File: config.mk
export PLATFORM = sky130hd
export DESIGN_NAME = rf_write_ctrl_flat
export DESIGN_NICKNAME = d
export VERILOG_FILES = /design/src/rtl/rf_write_ctrl_pkg.sv /design/src/rtl/rf_write_ctrl_if.sv /design/src/rtl/wb_fifo.sv /design/src/rtl/rf_write_ctrl.sv /design/src/flat_wrapper.sv
export SDC_FILE = /design/constraint.sdc
export NUM_CORES = 1
export LEC_CHECK = 0
export CAP_MARGIN = 20
export CORE_MARGIN = 4
export CORE_UTILIZATION = 30
export CTS_BUF_LIST = sky130_fd_sc_hd__clkbuf_16
export DETAILED_ROUTE_END_ITERATION = 16
export GPL_ROUTABILITY_DRIVEN = 0
export PLACE_DENSITY = 0.59
export SYNTH_ARGS = -nofsm -noshare
export SYNTH_HDL_FRONTEND = slang
export SYNTH_SLANG_ARGS = --single-unit
File: constraint.sdc
create_clock -name clk_i -period 2.5 [get_ports clk_i]
set_input_delay 0.25 -clock clk_i [delete_from_list [all_inputs] [get_ports clk_i]]
set_output_delay 0.25 -clock clk_i [all_outputs]
set_load 0.01 [all_outputs]
File: src/rtl/rf_write_ctrl_pkg.sv
// Shared definitions for the register-file write controller: default widths
// (aliased to the core's global defines), the result entry layout and a small
// sizing helper used by the interface and the modules.
`ifndef REG_LENGTH_IN_INST
`define REG_LENGTH_IN_INST 5
`endif
`ifndef INST_BUS_LENGTH
`define INST_BUS_LENGTH 32
`endif
`ifndef REG_NUMBER
`define REG_NUMBER 32
`endif

package rf_write_ctrl_pkg;

  localparam int RF_ADDR_W = `REG_LENGTH_IN_INST;
  localparam int RF_DATA_W = `INST_BUS_LENGTH;
  localparam int RF_NREG   = `REG_NUMBER;
  localparam int WB_DEPTH  = 4;

  // Result entry as stored in the write-back FIFO: destination in the upper
  // bits, value in the lower bits.
  typedef struct packed {
    logic [RF_ADDR_W-1:0] rd;
    logic [RF_DATA_W-1:0] data;
  } wb_entry_t;

  // Occupancy counter width: must represent 0..depth inclusive.
  function automatic int cnt_w(input int depth);
    return $clog2(depth) + 1;
  endfunction

endpackage

File: src/rtl/rf_write_ctrl_if.sv
// Bundle of the issue-side hazard port, the result push port and the register
// file write port. The controller is the slave; the surrounding pipeline
// (issue stage, result producers, register file) is the master.
interface rf_write_ctrl_if
  import rf_write_ctrl_pkg::*;
#(
  parameter int ADDR_W = RF_ADDR_W,
  parameter int DATA_W = RF_DATA_W,
  parameter int DEPTH  = WB_DEPTH
) ();

  localparam int CNT_W = cnt_w(DEPTH);

  logic              issue_valid_i;
  logic [ADDR_W-1:0] issue_dst_i;
  logic              issue_wr_i;
  logic [ADDR_W-1:0] issue_src1_i;
  logic [ADDR_W-1:0] issue_src2_i;
  logic              stall_o;

  logic              res_valid_i;
  logic [ADDR_W-1:0] res_reg_i;
  logic [DATA_W-1:0] res_data_i;
  logic              res_ready_o;

  logic              rf_busy_i;
  logic              regWrite_o;
  logic [ADDR_W-1:0] reg3_o;
  logic [DATA_W-1:0] data3_o;

  logic [CNT_W-1:0]  count_o;
  logic              err_o;

  modport slave (
    input  issue_valid_i, issue_dst_i, issue_wr_i, issue_src1_i, issue_src2_i,
    output stall_o,
    input  res_valid_i, res_reg_i, res_data_i,
    output res_ready_o,
    input  rf_busy_i,
    output regWrite_o, reg3_o, data3_o,
    output count_o, err_o
  );

  modport master (
    output issue_valid_i, issue_dst_i, issue_wr_i, issue_src1_i, issue_src2_i,
    input  stall_o,
    output res_valid_i, res_reg_i, res_data_i,
    input  res_ready_o,
    output rf_busy_i,
    input  regWrite_o, reg3_o, data3_o,
    input  count_o, err_o
  );

endinterface

File: src/rtl/wb_fifo.sv
// Small synchronous FIFO for completed results. Full/empty come from the
// occupancy count; a push while full is dropped even if a pop happens in the
// same cycle, so there is no pass-through path. The head entry is exposed
// combinationally for the write port.
module wb_fifo
  import rf_write_ctrl_pkg::*;
#(
  parameter int W     = RF_ADDR_W + RF_DATA_W,
  parameter int DEPTH = WB_DEPTH
) (
  input  logic                    clk_i,
  input  logic                    rst_n_i,
  input  logic                    push_i,
  input  logic [W-1:0]            din_i,
  input  logic                    pop_i,
  output logic                    full_o,
  output logic                    empty_o,
  output logic [cnt_w(DEPTH)-1:0] count_o,
  output logic [W-1:0]            head_o
);

  localparam int PW    = $clog2(DEPTH);
  localparam int CNT_W = cnt_w(DEPTH);

  logic [W-1:0]     mem [DEPTH];
  logic [PW-1:0]    wr_ptr_q;
  logic [PW-1:0]    rd_ptr_q;
  logic [CNT_W-1:0] count_q;
  logic             do_push;
  logic             do_pop;

  assign full_o  = (count_q == CNT_W'(DEPTH));
  assign empty_o = (count_q == '0);
  assign count_o = count_q;
  assign head_o  = mem[rd_ptr_q];

  assign do_push = push_i & ~full_o;
  assign do_pop  = pop_i & ~empty_o;

  // Pointer and occupancy bookkeeping; pointers wrap naturally at DEPTH.
  always_ff @(posedge clk_i or negedge rst_n_i) begin
    if (!rst_n_i) begin
      wr_ptr_q <= '0;
      rd_ptr_q <= '0;
      count_q  <= '0;
    end else begin
      if (do_push) wr_ptr_q <= wr_ptr_q + PW'(1);
      if (do_pop)  rd_ptr_q <= rd_ptr_q + PW'(1);
      case ({do_push, do_pop})
        2'b10:   count_q <= count_q + CNT_W'(1);
        2'b01:   count_q <= count_q - CNT_W'(1);
        default: count_q <= count_q;
      endcase
    end
  end

  // Entry storage; contents are only meaningful below the occupancy count.
  always_ff @(posedge clk_i) begin
    if (do_push) mem[wr_ptr_q] <= din_i;
  end

endmodule

File: src/rtl/rf_write_ctrl.sv
// Writer-side controller for the register file's single write port. Results
// are queued in order and retired one per cycle when the port is free; a
// per-register pending scoreboard stalls the issue stage on RAW and WAW
// hazards until the corresponding write has landed.
module rf_write_ctrl
  import rf_write_ctrl_pkg::*;
#(
  parameter int ADDR_W = RF_ADDR_W,
  parameter int DATA_W = RF_DATA_W,
  parameter int NREG   = RF_NREG,
  parameter int DEPTH  = WB_DEPTH
) (
  input  logic           clk_i,
  input  logic           rst_n_i,
  rf_write_ctrl_if.slave bus
);

  localparam int ENTRY_W = ADDR_W + DATA_W;
  localparam int CNT_W   = cnt_w(DEPTH);

  logic [NREG-1:0]    pend_q;
  logic [NREG-1:0]    pend_d;
  logic               err_q;

  logic               push;
  logic               retire;
  logic               full;
  logic               empty;
  logic [CNT_W-1:0]   count;
  logic [ENTRY_W-1:0] head;
  logic [ADDR_W-1:0]  head_reg;
  logic [DATA_W-1:0]  head_data;
  logic               head_nz;

  logic               stall;
  logic               issue_acc;
  logic               issue_set;

  wb_fifo #(
    .W     (ENTRY_W),
    .DEPTH (DEPTH)
  ) u_wb_fifo (
    .clk_i   (clk_i),
    .rst_n_i (rst_n_i),
    .push_i  (push),
    .din_i   ({bus.res_reg_i, bus.res_data_i}),
    .pop_i   (retire),
    .full_o  (full),
    .empty_o (empty),
    .count_o (count),
    .head_o  (head)
  );

  assign head_reg  = head[ENTRY_W-1 -: ADDR_W];
  assign head_data = head[DATA_W-1:0];
  assign head_nz   = (head_reg != '0);

  // Result side: accept whenever there is room; retire whenever the port is ours.
  assign push   = bus.res_valid_i & ~full;
  assign retire = ~empty & ~bus.rf_busy_i;

  // Hazard check: any pending source (RAW) or a pending destination (WAW).
  assign stall = bus.issue_valid_i &
                 (pend_q[bus.issue_src1_i] | pend_q[bus.issue_src2_i] |
                  (bus.issue_wr_i & pend_q[bus.issue_dst_i]));

  assign issue_acc = bus.issue_valid_i & ~stall;
  assign issue_set = issue_acc & bus.issue_wr_i & (bus.issue_dst_i != '0);

  // Next pending vector: clear on retire, set on accepted writing issue.
  // WAW stalling guarantees the two never target the same register.
  always_comb begin
    pend_d = pend_q;
    if (retire && head_nz) pend_d[head_reg] = 1'b0;
    if (issue_set)         pend_d[bus.issue_dst_i] = 1'b1;
  end

  // Scoreboard state and the sticky unexpected-result flag.
  always_ff @(posedge clk_i or negedge rst_n_i) begin
    if (!rst_n_i) begin
      pend_q <= '0;
      err_q  <= 1'b0;
    end else begin
      pend_q <= pend_d;
      if (retire && head_nz && !pend_q[head_reg]) err_q <= 1'b1;
    end
  end

  assign bus.stall_o     = stall;
  assign bus.res_ready_o = ~full;
  assign bus.regWrite_o  = retire & head_nz;
  assign bus.reg3_o      = empty ? '0 : head_reg;
  assign bus.data3_o     = empty ? '0 : head_data;
  assign bus.count_o     = count;
  assign bus.err_o       = err_q;

endmodule

File: src/flat_wrapper.sv
// flat-port wrapper written by rule: the top's interface ports become plain ports
module rf_write_ctrl_flat import rf_write_ctrl_pkg::*;
#(
  parameter int ADDR_W = RF_ADDR_W,
  parameter int DATA_W = RF_DATA_W,
  parameter int NREG   = RF_NREG,
  parameter int DEPTH  = WB_DEPTH
)
  (clk_i, rst_n_i, bus_issue_valid_i, bus_issue_dst_i, bus_issue_wr_i, bus_issue_src1_i, bus_issue_src2_i, bus_stall_o, bus_res_valid_i, bus_res_reg_i, bus_res_data_i, bus_res_ready_o, bus_rf_busy_i, bus_regWrite_o, bus_reg3_o, bus_data3_o, bus_count_o, bus_err_o);
  rf_write_ctrl_if #(.ADDR_W(ADDR_W), .DATA_W(DATA_W), .DEPTH(DEPTH)) bus_i ();
  input  logic clk_i;
  input  logic rst_n_i;
  input wire logic [$bits(bus_i.issue_valid_i)-1:0] bus_issue_valid_i;
  input wire logic [$bits(bus_i.issue_dst_i)-1:0] bus_issue_dst_i;
  input wire logic [$bits(bus_i.issue_wr_i)-1:0] bus_issue_wr_i;
  input wire logic [$bits(bus_i.issue_src1_i)-1:0] bus_issue_src1_i;
  input wire logic [$bits(bus_i.issue_src2_i)-1:0] bus_issue_src2_i;
  output wire logic [$bits(bus_i.stall_o)-1:0] bus_stall_o;
  input wire logic [$bits(bus_i.res_valid_i)-1:0] bus_res_valid_i;
  input wire logic [$bits(bus_i.res_reg_i)-1:0] bus_res_reg_i;
  input wire logic [$bits(bus_i.res_data_i)-1:0] bus_res_data_i;
  output wire logic [$bits(bus_i.res_ready_o)-1:0] bus_res_ready_o;
  input wire logic [$bits(bus_i.rf_busy_i)-1:0] bus_rf_busy_i;
  output wire logic [$bits(bus_i.regWrite_o)-1:0] bus_regWrite_o;
  output wire logic [$bits(bus_i.reg3_o)-1:0] bus_reg3_o;
  output wire logic [$bits(bus_i.data3_o)-1:0] bus_data3_o;
  output wire logic [$bits(bus_i.count_o)-1:0] bus_count_o;
  output wire logic [$bits(bus_i.err_o)-1:0] bus_err_o;
  assign bus_i.issue_valid_i = bus_issue_valid_i;
  assign bus_i.issue_dst_i = bus_issue_dst_i;
  assign bus_i.issue_wr_i = bus_issue_wr_i;
  assign bus_i.issue_src1_i = bus_issue_src1_i;
  assign bus_i.issue_src2_i = bus_issue_src2_i;
  assign bus_stall_o = bus_i.stall_o;
  assign bus_i.res_valid_i = bus_res_valid_i;
  assign bus_i.res_reg_i = bus_res_reg_i;
  assign bus_i.res_data_i = bus_res_data_i;
  assign bus_res_ready_o = bus_i.res_ready_o;
  assign bus_i.rf_busy_i = bus_rf_busy_i;
  assign bus_regWrite_o = bus_i.regWrite_o;
  assign bus_reg3_o = bus_i.reg3_o;
  assign bus_data3_o = bus_i.data3_o;
  assign bus_count_o = bus_i.count_o;
  assign bus_err_o = bus_i.err_o;
  rf_write_ctrl #(.ADDR_W(ADDR_W), .DATA_W(DATA_W), .NREG(NREG), .DEPTH(DEPTH)) u_core (.clk_i(clk_i), .rst_n_i(rst_n_i), .bus(bus_i));
endmodule
==> flow_summary_export.csv <==
group,metric,value,unit
finish,fin_nets,742,
route,wl_per_cell,20.5,um
min_path,min_path_type,"in2reg",
finish,final_core_util,41.0,%
route,first_pass_iters,4,
logic_synthesis,yosys.area.top_type,"edfxtp_1",
worst_setup_path,critical_path_class,"reg2out",
route,drc,0,
timing,slew_violations,0,
worst_setup_path,worstPathMaxFanout,4,
route,drt_iter0_drc,413,
timing,setup_viol,24,
worst_setup_path,timing.critical_path.arrival,2.40,ns
global_route,antenna_found_initial,2,
timing,rsz0062_at_grt,"yes",
route,ant_nets,0,
logic_synthesis,synth_area,8420,um^2
power,power_density,1180,nW/um^2
logic_synthesis,syn_area_per_cell,16.7,um^2
logic_synthesis,synth-main-ff-cell,"edfxtp_1",
route,viasPerCell,4.94,
die,die_area,30800,um^2
place,port_buffers,101,
place,dp.final_hpwl,15.1,mm
timing,final.setup_skew,0.00968,ns
cts,cts_tree,"built",
global_route,grt_usage,14.4,%
logic_synthesis,synth_top_area_share,52.8,%
cts,cts_max_path_buffers,2,
die,die_w,176,um
worst_setup_path,cp-start-kind,"flop",
route,wl,22.0,mm
timing,maxSlewHeadroom,38.6,%
cts,path_clk_slew,0.07,ns
logic_synthesis,syn-num-nets,567,
finish,fin_cells,1069,
cts,root_buffer,"clkbuf_16",
cts,worstSkewPairLatency,0.42,ns
flow_run,cap_violations,0,
finish,n_antenna_cell,0,
die,start_util,30.4,%
logic_synthesis,yosys_warnings,0,
die,row_count,61,
logic_synthesis,netlist_top_cells_area,"edfxtp_1 (53%), mux4_2 (17%), dfrtp_1 (12%)",
logic_synthesis,ys_ff_latch,188,
timing,tightest_slew,0.920,ns
die,ios,102,
global_route,overflow,0,
cts,cts_sinks,188,
global_route,grt_max_degree,41,
timing,fmax,377,MHz
logic_synthesis,ys_types,42,
timing,hold_viol_final,0,
finish,drive_above_1_share,34.9,%
route,vias,5281,
run_status,violations,"setup timing",
die,core,27700,um^2
global_route,grt_pass1_vias,5939,
power,total_power,13.4,mW
logic_synthesis,synthArstFlopShare,21.3,%
worst_setup_path,r2r_slack,-0.10,ns
logic_synthesis,synthCells,503,
timing,min_period,2.65,ns
timing,finalSetupTns,-1.03,ns
worst_setup_path,end_kind,"primary output",
place,dpl.cell_count,1015,
logic_synthesis,yosysMostFrequentCell,"edfxtp_1",
global_route,grt_pass1_wl,34.1,mm
logic_synthesis,seq_area_frac_synth,64.7,%
run_status,outcome,"finished with violations",
power,cellLeakagePower,4.12,nW
logic_synthesis,synth_edf_count,148,
cts,htreeDepth,4,
power,ir_drop,0.627,mV
worst_setup_path,crit_required,2.25,ns
timing,holdWs,0.462,ns
finish,area_growth,34.9,%
die,chipHeight,176,um
cts,cts_buffers,17,
timing,fin_crit_sh,106,%
logic_synthesis,synthTopCellsByCount,"edfxtp_1 (148), mux4_2 (64), o21ai_0 (53), dfrtp_1 (40), nor2b_1 (40)",
timing,setup_slack,-0.150,ns
## critical path, cell delays in order (launching register included)
cell,delay (ns)
dfrtp_2,0.46
mux4_2,0.48
mux4_2,0.48
mux2i_1,0.16
nand3_1,0.11
and2_1,0.15
buf_2,0.13
## stage by stage
| step | cell area [um^2] | setup slack [ns] |
|---|---|---|
| after floorplan | 8420 | 0.145 |
| after global placement | 10400 | -0.692 |
| after detailed placement | 10400 | -0.836 |
| after CTS | 11200 | -0.197 |
| after global routing | 11400 | -0.248 |
| final | 11400 | -0.150 |
## cell usage in the layout, fill, tap and decap left out, drive strengths merged, types with 3 or more instances in the layout
cell type / n
buf: 85
mux2i: 23
and3: 5
xor2: 3
and2: 3
mux4: 64
nor3: 4
nand3: 9
edfxtp: 148
inv: 16
nor2: 5
nor2b: 40
clkbuf: 19
dlygate4sd2: 16
clkdlybuf4s15: 22
nand3b: 4
o21ai: 64
dfrtp: 40
nand2: 20
ha: 5
xnor2: 3
a32o: 3
clkinv: 6
clkdlybuf4s50: 58
## report_power, final
part           leakage, nW  switching [mW]  internal, mW  total (mW)
logic                 1.98            2.86          3.16        6.02
clock network        0.288            1.21          1.41        2.62
registers             1.85           0.544          4.20        4.75
## per-layer routing
metal  routed length, um  track usage, %  up-vias  part of all wire, %
met3                1700            4.74       36                  7.7
li1                    -               -     2352                    -
met4                 385            4.13        4                  1.8
met1                8930            17.9     2708                   41
met5                  22               0        -                 0.10
met2               10900            24.3      181                   50
## cell type report
| class | count | area, um^2 |
|---|---|---|
| timing repair buffer | 186 | 1860 |
| tap | 378 | 473 |
| fill | 2509 | 16300 |
| clock inverter | 15 | 150 |
| clock buffer | 17 | 425 |
| multi-input combinational | 277 | 2960 |
| inverter | 8 | 30.0 |
| sequential | 188 | 5470 |
## registers in the layout, summed over array words and instances (netlist names)
register / flops
u_core.bus.err_o: 1
u_core.u_wb_fifo.rd_ptr_q: 2
u_core.pend_q: 32
u_core.u_wb_fifo.count_o: 3
u_core.u_wb_fifo.mem: 148
u_core.u_wb_fifo.wr_ptr_q: 2
## cells by family after synthesis
kind of cell	synth area share [%]
buf+inv	1.95
compound gates	5.26
xor+xnor	0.624
simple gates	6.42
mux	20.1
fa+ha+maj	0.981
flops	64.7
## path summary, 6_finish.rpt
check | from | endpoint | cells past startpoint
max | u_core.pend_q[28] | bus_stall_o | 6
min | bus_res_data_i[5] | u_core.u_wb_fifo.mem[0][5] | 1
max reg2reg | u_core.pend_q[28] | u_core.pend_q[21] | 7
min reg2reg | u_core.u_wb_fifo.count_o[2] | u_core.u_wb_fifo.count_o[2] | 1
max in group asynchronous | rst_n_i | u_core.pend_q[3] | 2
min in group asynchronous | rst_n_i | u_core.pend_q[25] | 2
## repair_timing
action,4_1_cts,5_1_grt
resized for setup,99,60
hold endpoints to repair,40,0
cloned,2,1
pin swaps,10,10
hold buffers,1,0
endpoints found under the setup margin,67,50
setup buffers,14,6
(Power assumes the default switching activity.)
